File: src/rtl/gray_pkg.sv
// gray_pkg: definitions shared by the Gray-code position tracker and the
// existing Gray-to-binary converter.
//   state_t    - tracker FSM states (INIT, TRACK, FAULT)
//   GRAY_W     - default Gray code width
//   DELTA_UP   - decoded difference meaning a +1 step
//   DELTA_DN   - decoded difference meaning a -1 step (2^GRAY_W - 1)
//   gray2bin() - width-independent Gray-to-binary decode
package gray_pkg;

  typedef enum logic [1:0] {
    INIT  = 2'd0,
    TRACK = 2'd1,
    FAULT = 2'd2
  } state_t;

  localparam int GRAY_W   = 4;
  localparam int DELTA_UP = 1;
  localparam int DELTA_DN = (1 << GRAY_W) - 1;

  // Binary bit i is the XOR of Gray bits i..MSB. Zero-extending a narrower
  // code leaves the extra upper bits zero, so the low bits of the result are
  // correct for any width up to 32; callers cast the result to their width.
  function automatic logic [31:0] gray2bin(input logic [31:0] g);
    logic [31:0] b;
    b[31] = g[31];
    for (int i = 30; i >= 0; i--) begin
      b[i] = b[i+1] ^ g[i];
    end
    return b;
  endfunction

endpackage

File: src/rtl/gray_sync_debounce.sv
// gray_sync_debounce: two-flop synchroniser followed by a stability counter.
// A code is accepted once it has been seen unchanged at the synchroniser
// output for STABLE consecutive cycles; accept fires exactly once per code.
//   clk, rst  - clock, synchronous active-high reset
//   en        - tracking enable; while low the stability count is held at 0
//   g_in      - asynchronous Gray code input
//   g_last    - last code seen at the synchroniser output
//   accept    - single-cycle strobe: g_last becomes stable on this edge
module gray_sync_debounce
  import gray_pkg::*;
#(
  parameter int W      = GRAY_W,
  parameter int STABLE = 4
) (
  input  logic         clk,
  input  logic         rst,
  input  logic         en,
  input  logic [W-1:0] g_in,
  output logic [W-1:0] g_last,
  output logic         accept
);

  localparam int SW = $clog2(STABLE + 1);

  logic [W-1:0]  g_s1_q, g_s1_d;
  logic [W-1:0]  g_s2_q, g_s2_d;
  logic [W-1:0]  g_last_q, g_last_d;
  logic [SW-1:0] stab_q, stab_d;

  // NOTE: every variable gets a default at the top of always_comb so no path
  // leaves it unassigned, which would otherwise infer a latch.
  always_comb begin
    g_s1_d   = g_in;
    g_s2_d   = g_s1_q;
    g_last_d = g_last_q;
    stab_d   = stab_q;
    if (g_s2_q != g_last_q) begin
      g_last_d = g_s2_q;
      stab_d   = en ? SW'(1) : '0;
    end else if (!en) begin
      stab_d = '0;
    end else if (stab_q < SW'(STABLE)) begin
      stab_d = stab_q + SW'(1);
    end
  end

  // Fires on the edge where the count steps from STABLE-1 to STABLE; the
  // count then saturates, so a held code never fires again.
  assign accept = en && (g_s2_q == g_last_q) && (stab_q == SW'(STABLE - 1));
  assign g_last = g_last_q;

  // NOTE: sequential state uses non-blocking assignments so every flop
  // samples the pre-edge values, independent of statement order.
  always_ff @(posedge clk) begin
    if (rst) begin
      g_s1_q   <= '0;
      g_s2_q   <= '0;
      g_last_q <= '0;
      stab_q   <= '0;
    end else begin
      g_s1_q   <= g_s1_d;
      g_s2_q   <= g_s2_d;
      g_last_q <= g_last_d;
      stab_q   <= stab_d;
    end
  end

endmodule

File: src/rtl/gray_step_tracker.sv
// gray_step_tracker: tracks a debounced Gray-coded position input, decodes
// it, classifies each accepted change as +1 / -1 / illegal, maintains a
// signed position and offers a one-deep step event over valid/ready.
//   clk, rst    - clock, synchronous active-high reset
//   en          - tracking enable
//   g_in        - asynchronous Gray code input
//   err_clr     - pulse: clears err and ovf, leaves FAULT for INIT
//   step_ready  - consumer accepts the pending step event
//   bin         - binary value of the last accepted code
//   pos         - signed position, wraps modulo 2^POS_W
//   step_valid  - step event pending
//   step_dir    - 1 = +1 step, 0 = -1 step (meaningful while step_valid)
//   err         - sticky illegal-transition fault
//   ovf         - sticky step-event overrun
module gray_step_tracker
  import gray_pkg::*;
#(
  parameter int W      = GRAY_W,
  parameter int STABLE = 4,
  parameter int POS_W  = 16
) (
  input  logic             clk,
  input  logic             rst,
  input  logic             en,
  input  logic [W-1:0]     g_in,
  input  logic             err_clr,
  input  logic             step_ready,
  output logic [W-1:0]     bin,
  output logic [POS_W-1:0] pos,
  output logic             step_valid,
  output logic             step_dir,
  output logic             err,
  output logic             ovf
);

  logic [W-1:0] g_last;
  logic         accept;

  gray_sync_debounce #(
    .W      (W),
    .STABLE (STABLE)
  ) u_sync (
    .clk    (clk),
    .rst    (rst),
    .en     (en),
    .g_in   (g_in),
    .g_last (g_last),
    .accept (accept)
  );

  state_t           state_q, state_d;
  logic [W-1:0]     ref_q, ref_d;
  logic [W-1:0]     bin_q, bin_d;
  logic [POS_W-1:0] pos_q, pos_d;
  logic             step_valid_q, step_valid_d;
  logic             step_dir_q, step_dir_d;
  logic             err_q, err_d;
  logic             ovf_q, ovf_d;

  logic [W-1:0] b;
  logic [W-1:0] delta;
  logic         step_new;
  logic         step_new_dir;

  assign b     = W'(gray2bin(32'(g_last)));
  assign delta = b - ref_q;

  always_comb begin
    state_d      = state_q;
    ref_d        = ref_q;
    bin_d        = bin_q;
    pos_d        = pos_q;
    step_valid_d = step_valid_q;
    step_dir_d   = step_dir_q;
    err_d        = err_q;
    ovf_d        = ovf_q;
    step_new     = 1'b0;
    step_new_dir = 1'b0;

    if (!en) begin
      state_d      = INIT;
      step_valid_d = 1'b0;
    end else begin
      unique case (state_q)
        INIT: begin
          if (accept) begin
            ref_d   = b;
            bin_d   = b;
            state_d = TRACK;
          end
        end
        TRACK: begin
          if (accept) begin
            ref_d = b;
            bin_d = b;
            if (delta == W'(DELTA_UP)) begin
              pos_d        = pos_q + POS_W'(1);
              step_new     = 1'b1;
              step_new_dir = 1'b1;
            end else if (delta == {W{1'b1}}) begin
              // All ones is 2^W-1, i.e. DELTA_DN at this width.
              pos_d        = pos_q - POS_W'(1);
              step_new     = 1'b1;
              step_new_dir = 1'b0;
            end else if (delta != '0) begin
              err_d   = 1'b1;
              state_d = FAULT;
            end
          end
        end
        FAULT: begin
          // err_clr wins over a coincident accept, which is simply dropped.
          if (err_clr) begin
            err_d   = 1'b0;
            state_d = INIT;
          end
        end
        default: state_d = INIT;
      endcase

      // One-deep buffer: a completed handshake frees the slot on this same
      // edge, so a coincident new step reloads it instead of overrunning.
      if (step_valid_q && step_ready) begin
        step_valid_d = 1'b0;
      end
      if (step_new) begin
        if (!step_valid_q || step_ready) begin
          step_valid_d = 1'b1;
          step_dir_d   = step_new_dir;
        end else begin
          ovf_d = 1'b1;
        end
      end
    end

    if (err_clr) begin
      err_d = 1'b0;
      ovf_d = 1'b0;
    end
  end

  always_ff @(posedge clk) begin
    if (rst) begin
      state_q      <= INIT;
      ref_q        <= '0;
      bin_q        <= '0;
      pos_q        <= '0;
      step_valid_q <= 1'b0;
      step_dir_q   <= 1'b0;
      err_q        <= 1'b0;
      ovf_q        <= 1'b0;
    end else begin
      state_q      <= state_d;
      ref_q        <= ref_d;
      bin_q        <= bin_d;
      pos_q        <= pos_d;
      step_valid_q <= step_valid_d;
      step_dir_q   <= step_dir_d;
      err_q        <= err_d;
      ovf_q        <= ovf_d;
    end
  end

  assign bin        = bin_q;
  assign pos        = pos_q;
  assign step_valid = step_valid_q;
  assign step_dir   = step_dir_q;
  assign err        = err_q;
  assign ovf        = ovf_q;

endmodule

File: config.mk
export PLATFORM = sky130hd
export DESIGN_NAME = gray_step_tracker
export DESIGN_NICKNAME = d
export VERILOG_FILES = /design/src/rtl/gray_pkg.sv /design/src/rtl/gray_sync_debounce.sv /design/src/rtl/gray_step_tracker.sv
export SDC_FILE = /design/constraint.sdc
export NUM_CORES = 1
export LEC_CHECK = 0
export CAP_MARGIN = 20
export CORE_UTILIZATION = 45
export DETAILED_ROUTE_END_ITERATION = 8
export PLACE_DENSITY_LB_ADDON = 0.1
export SKIP_LAST_GASP = 1
export SLEW_MARGIN = 0
export SYNTH_ARGS = -nofsm -noshare
export SYNTH_HDL_FRONTEND = slang
export SYNTH_SLANG_ARGS = --single-unit
File: constraint.sdc
create_clock -name clk -period 9.4 [get_ports clk]
set_clock_uncertainty 0.2 [all_clocks]
set_input_delay 1.88 -clock clk [delete_from_list [all_inputs] [get_ports clk]]
set_output_delay 1.88 -clock clk [all_outputs]
set_load 0.01 [all_outputs]
==> results of run 1 <==
[cell usage in the layout (no fill, tap or decap), types with 5 or more instances in the layout]
master / Yosys / routed
nor2b_1: 17 / 17
nor3_1: 6 / 6
clkbuf_8: 0 / 5
a21oi_1: 26 / 26
ha_1: 19 / 19
clkdlybuf4s50_1: 0 / 32
nand3_1: 7 / 7
xor2_1: 11 / 11
a21o_1: 10 / 10
dfxtp_1: 41 / 41
nor2_1: 24 / 24
a211oi_1: 5 / 5
nand2_1: 22 / 22
o21ai_0: 7 / 7
inv_1: 9 / 9
xnor2_1: 7 / 7
nand3b_1: 6 / 6
[per-stage QoR]
step | instance area [µm²] | utilization (%) | power (mW) | instances | setup slack (ns)
finish | 2870 | 56.5 | 0.398 | 371 | 4.36
global route | 2870 | 56.5 | 0.419 | 371 | 3.95
CTS | 2870 | 56.5 | 0.403 | 371 | 4.33
detailed placement | 2730 | 53.8 | 0.229 | 363 | 4.34
global placement | 2730 | 53.8 | 0.229 | 363 | 4.47
floorplan | 2360 | - | 0.218 | 268 | 4.75
[sequential cells by signal, summed over array words and instances (netlist names)]
register	count
ovf	1
err	1
state_q	2
pos	16
u_sync.stab_q	3
bin	4
step_valid	1
step_dir	1
u_sync.g_s2_q	4
u_sync.g_s1_q	4
u_sync.g_last	4
[how the worst max path moves through the flow]
stage	from	slack, ns	endpoint
after floorplan	u_sync.g_last[3]$_SDFFE_PP0P_	4.75	pos[15]$_SDFFE_PP0P_
after global placement	u_sync.g_last[3]$_SDFFE_PP0P_	4.47	pos[15]$_SDFFE_PP0P_
after detailed placement	u_sync.g_last[3]$_SDFFE_PP0P_	4.34	pos[15]$_SDFFE_PP0P_
after CTS	u_sync.g_last[3]$_SDFFE_PP0P_	4.33	pos[15]$_SDFFE_PP0P_
after global routing	u_sync.g_last[3]$_SDFFE_PP0P_	3.95	pos[15]$_SDFFE_PP0P_
final	u_sync.g_last[3]$_SDFFE_PP0P_	4.36	pos[15]$_SDFFE_PP0P_
[power by group]
group,internal (mW),leakage [nW],switching (mW)
clock network,0.107,0.0687,0.0652
logic,0.0207,0.814,0.0276
registers,0.176,0.332,0.00129
[logic make-up (layout without fill, tap and decap cells)]
group                    after synthesis  after routing  synth area share [%]
AND/OR/NAND/NOR                       96             96                  20.8
AO/OA/AOI/OAI                         71             71                  20.9
flip-flops                            41             41                  34.7
adder cells (fa/ha/maj)               21             21                  11.8
XOR/XNOR                              18             18                  6.67
buffers and inverters                 17             50                  3.39
multiplexers                           4              4                  1.75
[area by class of cell]
cell class | instances | area, µm²
Clock inverter | 3 | 68.8
Tap cell | 70 | 87.6
Fill cell | 492 | 2210
Timing Repair Buffer | 33 | 328
Sequential cell | 41 | 821
Multi-Input combinational cell | 210 | 1460
Inverter | 9 | 33.8
Clock buffer | 5 | 68.8
[layer usage]
metal / wire length, µm / track usage [%] / vias up / share of wire [%]
li1: - / - / 1027 / -
met1: 2480 / 25.7 / 893 / 54
met2: 1950 / 25.6 / 35 / 42
met3: 165 / 4.20 / 2 / 3.6
met4: 30 / 4.40 / 0 / 0.65
met5: 0 / 0 / - / 0
==> metrics.txt, run 1 <==
outcome complete, no violations; CTS Buf Count 5; First-pass DRT Iterations 4; Routed WL between 4 and 5 mm; Worst path slowest cell or2_2; Die X ~74 µm; Main synth FF type dfxtp_1; Worst EP arrival 5.03 ns; syn_area_per_cell around 8.8 µm²; crit path cell chain xor2_1 > xnor2_1 > inv_1 > xnor2_1 > ha_1 > fa_1 > xor2_1 > o211ai_1 > or2_2 > ha_1 > a21o_1 > o21bai_1 > o2111a_1 > o21ai_0 > mux2i_1 > mux2_2; largest cells by area after synthesis dfxtp_1, ha_1, a21oi_1; Max Cap Viol 0; synth cell count leaders dfxtp_1, a21oi_1, nor2_1, nand2_1, ha_1; CTS H-tree depth 2; Vias 1957; clk slew on worst S/H paths roughly 0.080 ns; CORE AREA 5070 µm²; Routed Antenna Nets 0; root buffer cell clkbuf_8; Max rail drop VDD 0.0626 mV; Pleak 1.22 nW; slew margin rel. around 58%; pin count of the biggest net entering global routing 42; Netlist Area Pre-Place roughly 2400 µm²; RSZ-0062 raised after global routing no; GRT overflow 0; CP Class flop to flop; Fin Hold WS around 0.24 ns; PD cells 139 nW/µm²; CTS Hold Bufs 0; post-cts sizing count 0; Synth area leader dfxtp_1; vias in the first global route ~1600; PortBufs 32; GR Util All Layers approximately 18%; Post-synth EDFFs 0; first-pass GRT wire length around 7.5 mm; startpoint types flop; fin crit share about 54%; Syn Nets a little under 300; setup slack, reg-to-reg about 4.4 ns; max-slew violation count 0; worst hold path endpoint u_sync.g_s2_q[1]$_SDFF_PP0_; Syn. warnings 0; TNS Setup 0 ns; initial core utilization between 40 and 50%; NumNets Final between 300 and 400; row count 26; WP depth 16; Iteration-0 DRC Markers 67; post-DR vias/cell 5.27; CP endpoint kind flop; Yosys cell types 48; post-detail-place hpwl between 3 and 4 mm; final setup fails 0; initial antenna violation count 0; wire per inst around 12 µm; reg2reg start u_sync.g_last[3]$_SDFFE_PP0P_; Die ar. 5540 µm²; async set-reset flop share out of synthesis 0%; Hold Startpoint u_sync.g_s1_q[1]$_SDFF_PP0_; ant diodes 0; most frequent cell after synthesis dfxtp_1; fmax approximately 200 MHz; Layout area overhead 21.5%; crit path max fanout 15; Hold Path Stages 1; die height 74.5 µm; IO Pins 33; sequential area share after synthesis between 30% and 40%; #FFs+latches synth 41; share of the synthesized area in the top cell type between 30% and 40%; drt drc 0; worst skew pair latency between 0.2 and 0.3 ns; TritonCTS clock tree built; Hold Path Class flop to flop; worst-margin pin slew between 0.6 and 0.7 ns; Clock Path Buffers 2; FF-to-FF End pos[15]$_SDFFE_PP0P_; gp weighted congestion approximately 0.84; family with the most delay on the worst path compound AO/OA/AOI/OAI gates; Post-Synthesis Cells 268; Worst path max stage delay around 0.54 ns; Critical path buffers and inverters 1; cells on worst reg2reg path 16; TritonCTS Sinks 41; Worst Path Required 9.39 ns; postcts setup bufs 0; clock period minus worst slack approximately 5.0 ns; Hold Vio Cnt, Final 0; fraction of layout cells with a size suffix above 1 about 5.6%
(Power assumes the default switching activity.)
==> run 2: changes to the inputs <==
==> constraint.sdc (replaced) <==
create_clock -name clk -period 4.3 [get_ports clk]
set_clock_uncertainty 0.2 [all_clocks]
set_input_delay 0.86 -clock clk [delete_from_list [all_inputs] [get_ports clk]]
set_output_delay 0.86 -clock clk [all_outputs]
set_load 0.01 [all_outputs]
==> run 2 against run 1 <==
Critical path depth up 1. Non-clock buffer count rose by 12. Sequential share of layout area down 1.9 points. First-iteration DRC count is 18% lower. Global-route usage increased by 1.6 points. Core utilization up 4.6 points. Power is 130% higher. Wire length increased by 9.3%. Clock power grew 120%. Final cell count increased by 3.2%. Sequential power rose by 120%. Clock-buffer cell count stayed put. Critical path type unchanged. Critical endpoint is now pos[14]$_SDFFE_PP0P_. Largest power group unchanged.
==> metrics.txt, run 2 (synthesis results as in run 1) <==
PortBufs 32 (unchanged); startpoint types flop; Placed Area 2850 µm² (+4.4%); fraction of layout cells with a size suffix above 1 15.7% (+10 points); Pleak 1.29 nW (+6.0%); Routed WL 5.06 mm (+9.3%); Crit. Startpoint u_sync.g_last[3]$_SDFFE_PP0P_; Iteration-0 DRC Markers 55 (-18%); die height 74.5 µm (unchanged); GR Util All Layers 19.1% (+1.6 points); initial core utilization 46.5% (unchanged); FILL cells 459 (-6.7%); CP Class flop to flop; WL met1 2.58 mm (+3.9%); CORE AREA 5070 µm² (unchanged); worst-margin pin slew 0.506 ns (-0.123 ns); uppermost layer routed met4; Max rail drop VDD 0.198 mV (+220%); max-slew violation count 0 (unchanged); crit path max fanout 10 (-5); worst skew pair latency 0.29 ns (about the same); drt drc 0 (unchanged); post-detail-place hpwl 3.72 mm (+12%); vias in the first global route 1755 (+8.2%); Hold Vio Cnt, Final 0 (unchanged); Hold Path Class flop to flop; outcome complete, no violations; wire per inst 13.2 µm (+5.8%); fmax 243 MHz (+22%); reg2reg start u_sync.g_last[3]$_SDFFE_PP0P_; initial antenna violation count 0 (unchanged); IO Pins 33 (unchanged); most frequent cells in the layout dfxtp_1, clkdlybuf4s50_1, a21oi_1, nor2_1, nand2_1; TNS Setup 0 ns (unchanged); Worst EP arrival 4.13 ns (-0.90 ns); CP endpoint kind flop; PD cells 289 nW/µm² (+110%); gp weighted congestion 0.879 (+4.1%); RSZ-0062 raised after global routing no; clk slew on worst S/H paths 0.09 ns (about the same); CTS H-tree depth 2 (unchanged); Layout area overhead 31.4%; leading cell type in the layout, fill and taps excluded dfxtp_1; row count 26 (unchanged); CTS Buf Count 5 (unchanged); Vias 2000 (+2.2%); Worst Path Required 4.31 ns (-5.08 ns); ant diodes 0 (unchanged); Clock Path Buffers 2 (unchanged); first-pass GRT wire length 8.09 mm (+7.5%); NumNets Final 342 (+3.6%); max reg flops 16 (unchanged); Routed Antenna Nets 0 (unchanged); pin count of the biggest net entering global routing 32 (-24%); Die X 74.5 µm (unchanged); Max Cap Viol 0 (unchanged); GRT overflow 0 (unchanged); TritonCTS clock tree built; fin area 3100 µm² (+8.2%); TritonCTS Sinks 41 (unchanged); metal3 WL 130 µm (-21%); Detail Route met2 WL 2.30 mm (+18%); Hold Startpoint u_sync.g_s1_q[0]$_SDFF_PP0_; fin crit share 95.9% (+42 points); First-pass DRT Iterations 4 (unchanged); root buffer cell clkbuf_8; Die ar. 5540 µm² (unchanged); slew margin rel. 66.2% (+8.3 points); final setup fails 0 (unchanged); clock period minus worst slack 4.12 ns (-0.920 ns); post-DR vias/cell 5.22 (-1.0%)
-- run 2: worst max-delay path, cell delays in order, from the launching register on --
cell and delay (ns):
dfxtp_4 0.37, xor2_4 0.19, xnor2_2 0.17, inv_2 0.07, xnor2_1 0.14, ha_2 0.20, fa_1 0.37, xor2_1 0.18
o211ai_1 0.13, or2_4 0.32, buf_8 0.17, ha_1 0.31, buf_4 0.17, a21o_1 0.22, nor2b_1 0.14, a211o_1 0.30
o21a_1 0.20, o41ai_2 0.18
-- run 2: report_power, final --
group | total, mW | internal (mW) | switching, mW
registers | 0.387 | 0.384 | 0.00327
logic | 0.134 | 0.0636 | 0.0700
clock network | 0.378 | 0.234 | 0.144
-- run 2: final timing paths --
kind                                      end  slack [ns]  cells after the start
hold / removal    u_sync.g_s2_q[0]$_SDFF_PP0_        0.24                      1
setup reg to reg         pos[14]$_SDFFE_PP0P_        0.18                     17
setup / recovery         pos[14]$_SDFFE_PP0P_        0.18                     17
hold reg to reg   u_sync.g_s2_q[0]$_SDFF_PP0_        0.24                      1
-- run 2: cell type report --
class	instances	area (µm²)	share of cell area, %
Multi-Input combinational cell	210	1590	51.3
Sequential cell	41	828	26.7
Inverter	9	33.8	1.09
Tap cell	70	87.6	2.82
Clock inverter	3	68.8	2.22
Timing Repair Buffer	45	425	13.7
Clock buffer	5	68.8	2.22
-- run 2: timing repair --
action | 4_1_cts | 5_1_grt
pin swaps | 0 | 7
hold buffers | 0 | 0
resized for setup | 1 | 19
setup buffers | 0 | 2
setup endpoints to repair | 1 | 7
-- run 2: per-layer routing --
layer,global-route usage (%),vias to the layer above
met5,0,-
met4,6.71,0
met3,3.39,5
met2,28.5,31
met1,27.6,919
li1,-,1045
-- run 2: through the flow --
step	total power [mW]	utilization [%]	std cells	setup slack (ns)	hold WS [ns]
6_report	0.899	61.2	383	0.178	0.240
5_1_grt	0.937	61.2	383	0.00756	0.266
4_1_cts	0.898	59.0	381	0.0155	0.244
3_5_place_dp	0.517	56.2	373	0.0289	0.223
3_3_place_gp	0.515	56.2	373	0.106	0.219
2_1_floorplan	0.480	-	268	0.00434	0.214
==> run 3: changes to the inputs <==
--- a/config.mk
+++ b/config.mk
@@ -8,7 +8,7 @@
 export CAP_MARGIN = 20
 export CORE_UTILIZATION = 45
 export DETAILED_ROUTE_END_ITERATION = 8
-export PLACE_DENSITY_LB_ADDON = 0.1
+export PLACE_DENSITY = 0.7
 export SKIP_LAST_GASP = 1
 export SLEW_MARGIN = 0
 export SYNTH_ARGS = -nofsm -noshare
==> run 3 against run 2 <==
Power increased by 0.55%. Sequential share of layout area decreased by 0.075 points. Sequential cell count unchanged. Critical path depth unchanged. Setup slack got worse by 0.023 ns. First-iteration DRC count increased by 22%. Register-to-register slack got worse by 0.02 ns.
==> metrics.txt, run 3 (synthesis results as in run 1) <==
Clk pwr share 42.1% (about the same); Sw Ratio 24.6% (+0.36 points); Hold Startpoint u_sync.g_s1_q[0]$_SDFF_PP0_; leading cell type in the layout, fill and taps excluded dfxtp_1; TritonCTS clock tree built; CTS H-tree depth 2 (unchanged); row count 26 (unchanged); cells on worst reg2reg path 17 (unchanged); first-pass GRT wire length 8.65 mm (+6.9%); First-pass DRT Iterations 4 (unchanged); fin crit share 96.4% (+0.53 points); Worst Path Required 4.29 ns (-0.02 ns); IO Pins 33 (unchanged); internal cell power 0.682 mW (about the same); pre-CTS setup slack 0.0104 ns (-0.0184 ns); wire per inst 13.6 µm (+3.2%); Routed WL 5.31 mm (+4.8%); Pleak 1.31 nW (+1.9%); Die ar. 5540 µm² (unchanged); startpoint types flop; FF-to-FF End pos[15]$_SDFFE_PP0P_; FILL cells 460 (+0.22%); root buffer cell clkbuf_8; Iteration-0 DRC Markers 67 (+22%); Die X 74.5 µm (unchanged); GR Util All Layers 20.0% (+0.88 points); NetSw 0.222 mW (+2.0%); setup slack, reg-to-reg 0.15 ns (-0.02 ns); CP endpoint kind flop; crit path cell chain xor2_4 > xnor2_2 > inv_2 > xnor2_1 > ha_2 > fa_2 > xor2_2 > o211ai_1 > or2_4 > buf_6 > ha_4 > a21o_1 > o21bai_4 > o2111a_2 > o21ai_2 > mux2i_1 > mux2_2; vias in the first global route 1864 (+6.2%); max reg flops 16 (unchanged); family with the most delay on the worst path compound AO/OA/AOI/OAI gates; worst-margin pin slew 0.533 ns (+0.0265 ns); CP Class flop to flop; setup slack after layout 0.155 ns (-0.0228 ns); Critical path buffers and inverters 2 (-1); Layout area overhead 31.8%; initial core utilization 46.5% (unchanged); sequential share of power 42.8% (-0.3 points); worst hold path endpoint u_sync.g_s2_q[0]$_SDFF_PP0_; CTS Buf Count 5 (unchanged); Comb pwr share 15.1% (+0.2 points); post-DR vias/cell 5.33 (+2.0%); crit path max fanout 6 (-4); post-detail-place hpwl 3.72 mm (about the same); Hold Path Class flop to flop; Hold Path Stages 1 (unchanged); Clock Path Buffers 2 (unchanged); slew margin rel. 64.4% (-1.8 points); clk slew on worst S/H paths 0.09 ns (about the same); Worst path slowest cell dfxtp_4; PD cells 290 nW/µm² (+0.27%); CORE AREA 5070 µm² (unchanged); Routed Antenna Nets 0 (unchanged); die height 74.5 µm (unchanged); CTS Hold Bufs 0 (unchanged); Power Total 0.904 mW (+0.55%); ant diodes 0 (unchanged); outcome complete, no violations; initial antenna violation count 0 (unchanged); Hold Vio Cnt, Final 0 (unchanged); gp weighted congestion 0.840 (-4.5%); worst skew pair latency 0.30 ns (about the same); drt drc 0 (unchanged); Max Cap Viol 0 (unchanged); GRT overflow 0 (unchanged); pin count of the biggest net entering global routing 31 (-3.1%); RSZ-0062 raised after global routing yes; fraction of layout cells with a size suffix above 1 16.3% (+0.65 points); Worst path max stage delay 0.38 ns (about the same); PortBufs 32 (unchanged); final setup fails 0 (unchanged); fmax 241 MHz (-0.55%); max-slew violation count 0 (unchanged); NumNets Final 348 (+1.8%); Max rail drop VDD 0.168 mV (-15%); TritonCTS Sinks 41 (unchanged); clock period minus worst slack 4.15 ns (+0.0228 ns); most frequent cells in the layout dfxtp_1, clkdlybuf4s50_1, a21oi_1, nor2_1, nand2_1; reg2reg start u_sync.g_last[2]$_SDFFE_PP0P_; Vias 2072 (+3.6%); Worst EP arrival 4.14 ns (about the same)
## run 3: how the worst max path moves through the flow
stage	startpoint	end	slack, ns	depth (start not counted)
after floorplan	u_sync.g_last[2]$_SDFFE_PP0P_	pos[15]$_SDFFE_PP0P_	0.004	16
after global placement	u_sync.g_last[2]$_SDFFE_PP0P_	pos[15]$_SDFFE_PP0P_	0.12	17
after detailed placement	u_sync.g_last[2]$_SDFFE_PP0P_	pos[15]$_SDFFE_PP0P_	0.01	17
after CTS	u_sync.g_last[2]$_SDFFE_PP0P_	pos[15]$_SDFFE_PP0P_	0.01	16
after global routing	u_sync.g_last[2]$_SDFFE_PP0P_	pos[12]$_SDFFE_PP0P_	-0.07	17
final	u_sync.g_last[2]$_SDFFE_PP0P_	pos[15]$_SDFFE_PP0P_	0.15	17
## run 3: through the flow
stage	utilization [%]	setup TNS (ns)	instances	area (µm²)	hold WS [ns]
2_1_floorplan	-	0	268	2410	0.214
6_report	61.3	0	389	3110	0.242
3_3_place_gp	56.5	0	375	2870	0.217
5_1_grt	61.3	-0.198	389	3110	0.270
4_1_cts	59.2	0	383	3010	0.248
3_5_place_dp	56.5	0	375	2870	0.229
## run 3: timing repair
action                                  CTS  global route
resized for setup                         0            17
endpoints found under the setup margin    1             9
buffers inserted                          0             6
gates cloned                              0             0
pin swaps                                 1            10
## run 3: final cells by class
cell class	instances	area, µm²	share of cell area [%]
multi-input cells	210	1560	50.0
repair buffers	51	470	15.1
well taps	70	87.6	2.81
clock buffers	5	68.8	2.21
inverters	9	33.8	1.09
clock inverters	3	68.8	2.21
flip-flops and latches	41	828	26.6
## run 3: power by group through the flow
stage | sequential (mW) | clock, mW | combinational, mW
finish | 0.387 | 0.380 | 0.136
CTS | 0.388 | 0.385 | 0.124
floorplan | 0.396 | 0 | 0.0841
detailed placement | 0.397 | 0 | 0.123
global placement | 0.397 | 0 | 0.120
global route | 0.388 | 0.398 | 0.151
## run 3: per-layer routing
metal	up-vias	global-route usage [%]	part of all wire, %	wire length [µm]
met3	6	3.25	3.7	195
met4	0	5.66	1.1	61
met1	966	28.1	48	2570
met2	42	31.6	47	2490
li1	1058	-	-	-
met5	-	0	0	0
